--- src/rtl/dcache_2way.sv ---
// rtl/dcache_2way.sv - two-way set-associative write-back data cache with beat-serial memory port
// Optional hit/miss counters are enabled by defining DCACHE_2WAY_STATS_EN.
module dcache_2way #(
  parameter int LINE_LENGTH = 4,
  parameter int NSETS       = 4,
  parameter int RV          = 16,
  parameter int PA          = 22,
  parameter int MW          = 4
) (
  input  logic                             clk,
  input  logic                             reset_n,
  input  logic                             req,
  input  logic                             wr,
  input  logic                             size,
  input  logic [PA-1:0]                    paddr,
  input  logic [RV-1:0]                    wdata,
  input  logic                             fault,
  input  logic                             flush_all,
  output logic                             ready,
  output logic [RV-1:0]                    rdata,
  output logic                             mem_req,
  output logic                             mem_we,
  output logic [PA-$clog2(LINE_LENGTH)-1:0] mem_addr,
  output logic [MW-1:0]                    mem_wdata,
  input  logic [MW-1:0]                    mem_rdata,
  input  logic                             mem_strobe
`ifdef DCACHE_2WAY_STATS_EN
  ,
  output logic [15:0]                      hit_count,
  output logic [15:0]                      miss_count
`endif
);

  localparam int OFFB  = $clog2(LINE_LENGTH);
  localparam int IDXB  = $clog2(NSETS);
  localparam int TAGB  = PA - OFFB - IDXB;
  localparam int LINEB = LINE_LENGTH * 8;
  localparam int BEATS = LINEB / MW;
  localparam int BB    = $clog2(BEATS);

  typedef enum logic [1:0] {IDLE, WB, FILL} state_t;
  state_t state, next_state;

  logic [1:0]       valid_q [NSETS];
  logic [1:0]       dirty_q [NSETS];
  logic [NSETS-1:0] lru_q;
  logic [TAGB-1:0]  tag_q   [2][NSETS];
  logic [LINEB-1:0] line_q  [2][NSETS];

  logic [BB-1:0]    beat;
  logic             flush_pend;
  logic             vic_way;
  logic [IDXB-1:0]  xfer_idx;
  logic [TAGB-1:0]  xfer_tag;

  logic [IDXB-1:0]  idx;
  logic [TAGB-1:0]  tag;
  logic [OFFB-1:0]  off;
  logic             hit0, hit1, hit, hit_way, bad, flush_now, last_beat;
  logic             access, hit_ok, miss, victim, victim_dirty;
  logic [LINEB-1:0] hit_line, store_line, vic_line, fill_line;
  logic [OFFB+2:0]  byte_pos, half_pos;

  assign idx = paddr[OFFB+IDXB-1:OFFB];
  assign tag = paddr[PA-1:OFFB+IDXB];
  assign off = paddr[OFFB-1:0];

  assign hit0      = valid_q[idx][0] && (tag_q[0][idx] == tag);
  assign hit1      = valid_q[idx][1] && (tag_q[1][idx] == tag);
  assign hit       = hit0 || hit1;
  assign hit_way   = hit1;
  assign bad       = fault || (size && paddr[0]);
  assign flush_now = flush_all || flush_pend;
  assign last_beat = (beat == BB'(BEATS - 1));

  // A pending or fresh flush wins over any lookup in IDLE.
  assign access = (state == IDLE) && !flush_now && req && !bad;
  assign hit_ok = access && hit;
  assign miss   = access && !hit;

  always_comb begin
    if (!valid_q[idx][0])      victim = 1'b0;
    else if (!valid_q[idx][1]) victim = 1'b1;
    else                       victim = lru_q[idx];
  end
  assign victim_dirty = valid_q[idx][victim] && dirty_q[idx][victim];

  assign byte_pos = {off, 3'b000};
  assign half_pos = {off & ~OFFB'(1), 3'b000};
  assign hit_line = line_q[hit_way][idx];
  assign vic_line = line_q[vic_way][xfer_idx];

  always_comb begin
    store_line = hit_line;
    if (size) store_line[half_pos +: 16] = wdata[15:0];
    else      store_line[byte_pos +: 8]  = wdata[7:0];
  end

  always_comb begin
    fill_line = vic_line;
    fill_line[int'(beat) * MW +: MW] = mem_rdata;
  end

  always_comb begin
    rdata = '0;
    if (size) rdata[15:0] = hit_line[half_pos +: 16];
    else      rdata[7:0]  = hit_line[byte_pos +: 8];
  end

  always_ff @(posedge clk or negedge reset_n) begin
    if (!reset_n) state <= IDLE;
    else          state <= next_state;
  end

  always_comb begin
    next_state = state;
    case (state)
      IDLE:    if (miss) next_state = victim_dirty ? WB : FILL;
      WB:      if (mem_strobe && last_beat) next_state = FILL;
      FILL:    if (mem_strobe && last_beat) next_state = IDLE;
      default: next_state = IDLE;
    endcase
  end

  always_comb begin
    ready     = 1'b0;
    mem_req   = 1'b0;
    mem_we    = 1'b0;
    mem_addr  = {xfer_tag, xfer_idx};
    mem_wdata = vic_line[int'(beat) * MW +: MW];
    case (state)
      IDLE: ready = !flush_now && req && (bad || hit);
      WB: begin
        mem_req  = 1'b1;
        mem_we   = 1'b1;
        mem_addr = {tag_q[vic_way][xfer_idx], xfer_idx};
      end
      FILL:    mem_req = 1'b1;
      default: ;
    endcase
  end

  always_ff @(posedge clk or negedge reset_n) begin
    if (!reset_n) begin
      beat       <= '0;
      flush_pend <= 1'b0;
      vic_way    <= 1'b0;
      xfer_idx   <= '0;
      xfer_tag   <= '0;
      lru_q      <= '0;
      for (int s = 0; s < NSETS; s++) begin
        valid_q[s] <= 2'b00;
        dirty_q[s] <= 2'b00;
      end
    end else if (state == IDLE) begin
      if (flush_now) begin
        flush_pend <= 1'b0;
        lru_q      <= '0;
        for (int s = 0; s < NSETS; s++) begin
          valid_q[s] <= 2'b00;
          dirty_q[s] <= 2'b00;
        end
      end else if (hit_ok) begin
        lru_q[idx] <= ~hit_way;
        if (wr) dirty_q[idx][hit_way] <= 1'b1;
      end else if (miss) begin
        vic_way  <= victim;
        xfer_idx <= idx;
        xfer_tag <= tag;
        beat     <= '0;
      end
    end else begin
      if (flush_all) flush_pend <= 1'b1;
      if (mem_strobe) begin
        beat <= last_beat ? '0 : beat + 1'b1;
        if (state == FILL && last_beat) begin
          valid_q[xfer_idx][vic_way] <= 1'b1;
          dirty_q[xfer_idx][vic_way] <= 1'b0;
        end
      end
    end
  end

  // Line and tag storage carry no reset; valid bits gate every use.
  always_ff @(posedge clk) begin
    if (hit_ok && wr) line_q[hit_way][idx] <= store_line;
    if (state == FILL && mem_strobe) begin
      line_q[vic_way][xfer_idx] <= fill_line;
      if (last_beat) tag_q[vic_way][xfer_idx] <= xfer_tag;
    end
  end

`ifdef DCACHE_2WAY_STATS_EN
  always_ff @(posedge clk or negedge reset_n) begin
    if (!reset_n) begin
      hit_count  <= '0;
      miss_count <= '0;
    end else begin
      if (hit_ok && hit_count != 16'hFFFF)  hit_count  <= hit_count + 16'd1;
      if (miss && miss_count != 16'hFFFF)   miss_count <= miss_count + 16'd1;
    end
  end
`endif

endmodule

--- config.mk ---
export PLATFORM = sky130hd
export DESIGN_NAME = dcache_2way
export DESIGN_NICKNAME = d
export VERILOG_FILES = /design/src/rtl/dcache_2way.sv
export SDC_FILE = /design/constraint.sdc
export NUM_CORES = 1
export LEC_CHECK = 0
export CORE_MARGIN = 8
export CORE_UTILIZATION = 40
export DETAILED_ROUTE_END_ITERATION = 12
export PLACE_DENSITY = 0.53
export SLEW_MARGIN = 20
export SYNTH_ARGS = -nofsm -noshare
export SYNTH_HDL_FRONTEND = slang
export SYNTH_SLANG_ARGS = --single-unit
--- constraint.sdc ---
create_clock -name clk -period 6.29 [get_ports clk]
set_input_delay 0.629 -clock clk [delete_from_list [all_inputs] [get_ports clk]]
set_output_delay 0.629 -clock clk [all_outputs]
set_load 0.005 [all_outputs]
**Word-level counts from Yosys, hierarchy flattened**

Memories as Yosys holds them, arrays and structs flattened.
Cells that the tools add are included.

- Register bits: 47
- Bits in writable memories: 400
- Bits of input ports: 50
- Output and inout bits: 43
- Logic and storage cells: 196
- Memories: 2

- Add/sub/neg operators: 4
- Magnitude comparators: 11
- Equality and inequality tests: 13
- Shift-type cells: 9
- Muxes and demuxes: 92
- Bitwise operators: 9
- Reduce and logical (&&, ||, !) cells: 41

Memory list:

| name | words | width | read ports | clocked after memory_dff | write ports | line | RTL |
|---|---|---|---|---|---|---|---|
| line_q | 2 | 128 | 2 | 0 | 1 | 48 | `logic [LINEB-1:0] line_q [2][NSETS];` |
| tag_q | 2 | 72 | 3 | 0 | 1 | 47 | `logic [TAGB-1:0] tag_q [2][NSETS];` |

Operators with widths:

| cell | number |
|---|---|
| $mux 128 | 4 |
| $mux 32 | 7 |
| $bmux 32 s2 | 2 |
| $demux 32 s2 | 2 |
| $reduce_or 128->1 | 1 |
| $mux 18 | 7 |
| $bmux 18 s2 | 3 |
| $bwmux 32 | 3 |
| $mux 8 | 12 |
| $mux 72 | 1 |
| $demux 18 s2 | 1 |
| $eq 18x18->1 | 2 |
| $neg 5->33 | 1 |
| $shift 4x33->32 const A | 1 |
| $shiftx 4x33->32 | 1 |
| $shift 16x7->32 const A | 1 |
| $shift 8x7->32 const A | 1 |
| $shiftx 16x7->32 | 1 |
| $shiftx 32x6->16 | 1 |
| $shiftx 32x6->4 | 1 |
| $shiftx 32x6->8 | 1 |
| $shiftx 8x7->32 | 1 |
| $mux 1 | 21 |
| $logic_and 1x1->1 | 20 |
| other kinds (37) | 83 |

**Longest topological paths before layout**

- Depth in word-level cells: 17
- Gate-level depth with buffers: 13
- Depth with buffers taken out: 10

**Worst setup path after synthesis**

OpenSTA, ideal clock, no wires.

- Path type: in2reg
- Start point: input port paddr[2]
- End point: memory line_q[0][0] (netlist bit), enable pin
- Library setup time: 470 ps
- Data arrival time: 5,046 ps
- Data required time: 5,820 ps
- Slack: 774 ps
- Stages on the path: 11
- Buffers on the path: 3
- Cell sequence: buf_6 buf_12 buf_12 mux4_1 xnor2_1 nand4_1 nor3_2 nand2_1 a21oi_2 o2111ai_2 o31ai_1

- Word-level cells in the longest chain between the ends: 12
- Elaborated cells on any way between the ends: 26
- Classes of those cells: 2 x order compare; 2 x eq/ne; 15 x mux; 1 x bitwise; 6 x reduce/logical

RTL lines:

| element | line | RTL |
|---|---|---|
| from (decl) | 15 | `input logic [PA-1:0] paddr,` |
| $not 2->3 (implied by the code) (*) | 68, 69, 186 |  |
| $bmux 18 s2, on equally long branches | 68, 69 |  |
| $mux 18, on equally long branches (2 in a row) | 68, 69 |  |
| $eq 18x18->1, on equally long branches | 68, 69 |  |
| $logic_and 1x1->1, on equally long branches | 68, 69 |  |
| $logic_or 1x1->1 | 70 | `assign hit = hit0 \|\| hit1;` |
| $logic_and 1x1->1 | 78 | `assign hit_ok = access && hit;` |
| $logic_and 1x1->1 | 186 | `if (hit_ok && wr) line_q[hit_way][idx] <= store_line;` |
| $mux 1 | 186 |  |
| $mux 128 (implied by the code) | 186 |  |
| $mux 128 (no line) | -- |  |
| to (decl) | 48 |  |

Mark *: on every way between the ends. The rest lies on a longest branch, timed or not. The select of a mux whose other input is x is not followed.

**Worst setup path after layout**

- Start point: input port paddr[2]
- End point: output port rdata[6]

- Word-level cells in the longest chain between the ends: 12
- Elaborated cells on any way between the ends: 16
- Classes of those cells: 1 x eq/ne; 2 x shift; 10 x mux; 1 x bitwise; 1 x reduce/logical; 1 x memory

RTL lines:

| element | line | RTL |
|---|---|---|
| $not 2->3 (implied by the code) (*) | 69, 90 |  |
| $bmux 18 s2 | 69 | `assign hit1 = valid_q[idx][1] && (tag_q[1][idx] == tag);` |
| $mux 18 (implied by the code) (2 in a row) | 69 |  |
| $eq 18x18->1 | 69 |  |
| $logic_and 1x1->1 | 69 |  |
| $mem_v2 2x128 | -- |  |
| $bmux 32 s2 (*) | 90 | `assign hit_line = line_q[hit_way][idx];` |
| $mux 32 (implied by the code) (*) (2 in a row) | 90 |  |
| $shiftx 32x6->8 or $shiftx 32x6->16 (tied branches) | 107, 106 |  |
| $mux 8 (*) | 106 | `if (size) rdata[15:0] = hit_line[half_pos +: 16];` |
| to (decl) | 20 | `output logic [RV-1:0] rdata,` |

Marked as above.

==> results.json <==
{
  "status": "finished, final reports clean",
  "unrepaired_setup_endpoints_after_global_routing": "false",
  "drt_wl_total_um": 72400,
  "synth_seq_area_share": 0.583,
  "timing.critical_path.arrival_ps": 4610,
  "number_of_slew_limit_violations_in_the_final_report": 0,
  "grt_first_pass_wirelength_um": 106000,
  "routed_via_density": 6.37,
  "routedWlPerCell_um": 29.4,
  "clock-root-buffer": "clkbuf_16",
  "n_antenna_cell": 0,
  "cts_tree": "yes",
  "yosys.area.top_type_share": 0.531,
  "chipHeight_um": 254,
  "final.setup.tns_ps": 0,
  "finalHoldViolations": 0,
  "die-area_mm2": 0.0644,
  "setup.worst_path.class": "in2out",
  "dr_pass1_iterations": 6,
  "final_cell_mix": "edfxtp_1, mux4_2, a22oi_1",
  "whs_ps": 185,
  "gr-total-overflow": 0,
  "netlist.top_cell.by_area": "edfxtp_1",
  "clock.fmax_mhz": 191,
  "power_density_mw_per_mm2": 408,
  "cts.reportedPaths.clkPinSlew_ps": 50,
  "timing.rr.start": "tag_q[1][34]",
  "worst_setup_path_startpoint": "paddr[2]",
  "cts-resized-gates": 0,
  "synthesis.area_per_instance_um2": 14.2,
  "fin_worst_skew_ps": 12.7,
  "syn_to_final_growth_pct": 15.5,
  "num_rows": 87,
  "initial_core_util": 0.403,
  "finalWeightedCongestion": 0.930,
  "instances_no_fill": 2464,
  "netlist_top_cells_area": "edfxtp_1, mux4_2, dfrtp_1",
  "worst-r2r-cell-count": 9,
  "finalWorstPathRequiredPeriod_ps": 5240,
  "drc": 0,
  "tightest_slew_ps": 1100,
  "timing.final.setup_violations": 0,
  "critical_path.startpoint_type": "primary input",
  "place_inst": 2374,
  "cts_setup_buffers": 0,
  "leakage_nw": 8.61,
  "hold_buffer_count_at_cts": 0,
  "yosysWarningCount": 0,
  "synth_top_flop_cell": "edfxtp_1",
  "layout_worst_path_cycle_share": 0.833,
  "grt_max_degree": 52,
  "crit_path_end_kind": "output port",
  "buffer_ports.inserted": 92,
  "drive_gt1_frac": 0.187,
  "cts.htree.levels": 2,
  "fp.coreArea_mm2": 0.0562,
  "antenna_violating_nets_post_route": 0,
  "crit_required_ps": 5660,
  "numCtsBuffers": 50,
  "crit_fanout": 39,
  "hpwl_um": 47300,
  "grt_pass1_vias": 15500,
  "peakVddDrop_uv": 234,
  "routed-via-count": 15700,
  "cap_viol_max_count": 0,
  "postSynthRegisterBits": 447,
  "netlist_instances": 1591,
  "holdCritPathClass": "in2async",
  "layout.cells.most_common": "edfxtp_1",
  "async_reset_ff_frac": 0.105,
  "finish.net_count": 1735,
  "global_route.usage.total": 0.222,
  "number_of_nets_in_the_synthesized_netlist": 1656,
  "slew-limit-headroom": 0.261,
  "worstSkewPairLatency_ps": 590,
  "syn-cell-area_mm2": 0.0226,
  "cts_sink_cnt": 447,
  "initialDrtViolationCount": 1664,
  "die_x_um": 254,
  "antenna_violations_before_repair": 0,
  "clockBufferDepth": 3,
  "count_of_flip_flops_with_a_built_in_enable_after_synthesis": 400,
  "post_synth_num_cell_types": 71,
  "pin_count": 93
}
## metrics by stage
| stage | setup WS, ps | utilization | power [mW] | area (um2) |
|---|---|---|---|---|
| CTS | 1130 | 0.465 | 10.7 | 26100 |
| global placement | 971 | 0.436 | 7.69 | 24500 |
| global route | 929 | 0.465 | 11.1 | 26100 |
| floorplan | 774 | - | 6.20 | 22600 |
| finish | 1050 | 0.465 | 10.7 | 26100 |
| detailed placement | 931 | 0.436 | 7.73 | 24500 |
## metal layers
layer / track usage / up-vias / routed length [um]
met4: 0.0508 / 0 / 1270
met2: 0.345 / 731 / 33300
li1: - / 6684 / -
met1: 0.323 / 8197 / 32200
met5: 0 / - / 0
met3: 0.0377 / 94 / 5630
## flip-flops by register name, indices dropped and copies added (netlist names)
register    flops
beat            3
dirty_q         8
flush_pend      1
line_q        256
lru_q           4
state           2
tag_q         144
valid_q         8
vic_way         1
xfer_idx        2
xfer_tag       18
## cell usage after synthesis (all sizes together) (3+ instances only)
cell,count
clkbuf,82
xor2,3
nor2,105
nand3,32
a31oi,4
a22oi,104
a211oi,12
and3,26
dfrtp,47
and4,10
a311oi,4
xnor2,32
o21a,8
nor3,11
mux2,53
edfxtp,400
mux4,117
nor2b,14
a21o,4
nand4,25
a221o,4
inv,13
o211a,5
a21oi,92
o31ai,4
nand2,81
ha,15
a22o,25
a221oi,34
o21ai,46
nand2b,5
o22ai,13
nor3b,4
a222oi,11
o211ai,3
mux2i,58
and2,5
o221ai,19
buf,38
## critical path: stages
cell	delay, ps
buf_6	410
mux4_2	580
xnor2_1	480
nand4_1	190
nor2_2	150
and4_4	570
buf_4	270
o221ai_1	120
o21a_1	130
a221oi_1	380
clkdlybuf4s50_1	600
## power breakdown
part	leakage, nW	switching (mW)	internal (mW)	total [mW]
registers	4.24	0.264	3.84	4.10
logic	3.57	2.24	1.36	3.61
clock network	0.803	1.19	1.76	2.95
total	8.61	3.69	6.96	10.7
## final timing paths
path | to | slack (ps)
worst max-delay path | rdata[6] | 1050
worst min-delay path | xfer_tag[3] | 180
worst max register to register | line_q[0][38] | 2130
worst min register to register | dirty_q[6] | 480
max in group asynchronous | xfer_idx[1] | 5520
min in group clk | dirty_q[6] | 480
## cells by family (layout without fill, tap and decap cells)
kind of cell	Yosys count	in the layout	synth area share
compound gates	406	406	0.127
xor+xnor	35	35	0.0135
fa+ha+maj	15	15	0.00830
buf+inv	134	251	0.0282
flops	447	447	0.583
mux	228	228	0.171
simple gates	326	326	0.0696
## cell type report
cell class                      count  area (um2)
Sequential cell                   447       13200
Clock buffer                       62        1350
Tap cell                          756         946
Inverter                           14        52.6
Multi-Input combinational cell   1010        8940
Fill cell                        4956       30000
Clock inverter                     28         294
Timing Repair Buffer              147        1360
Note: power is estimated with default switching activity, not from simulation.
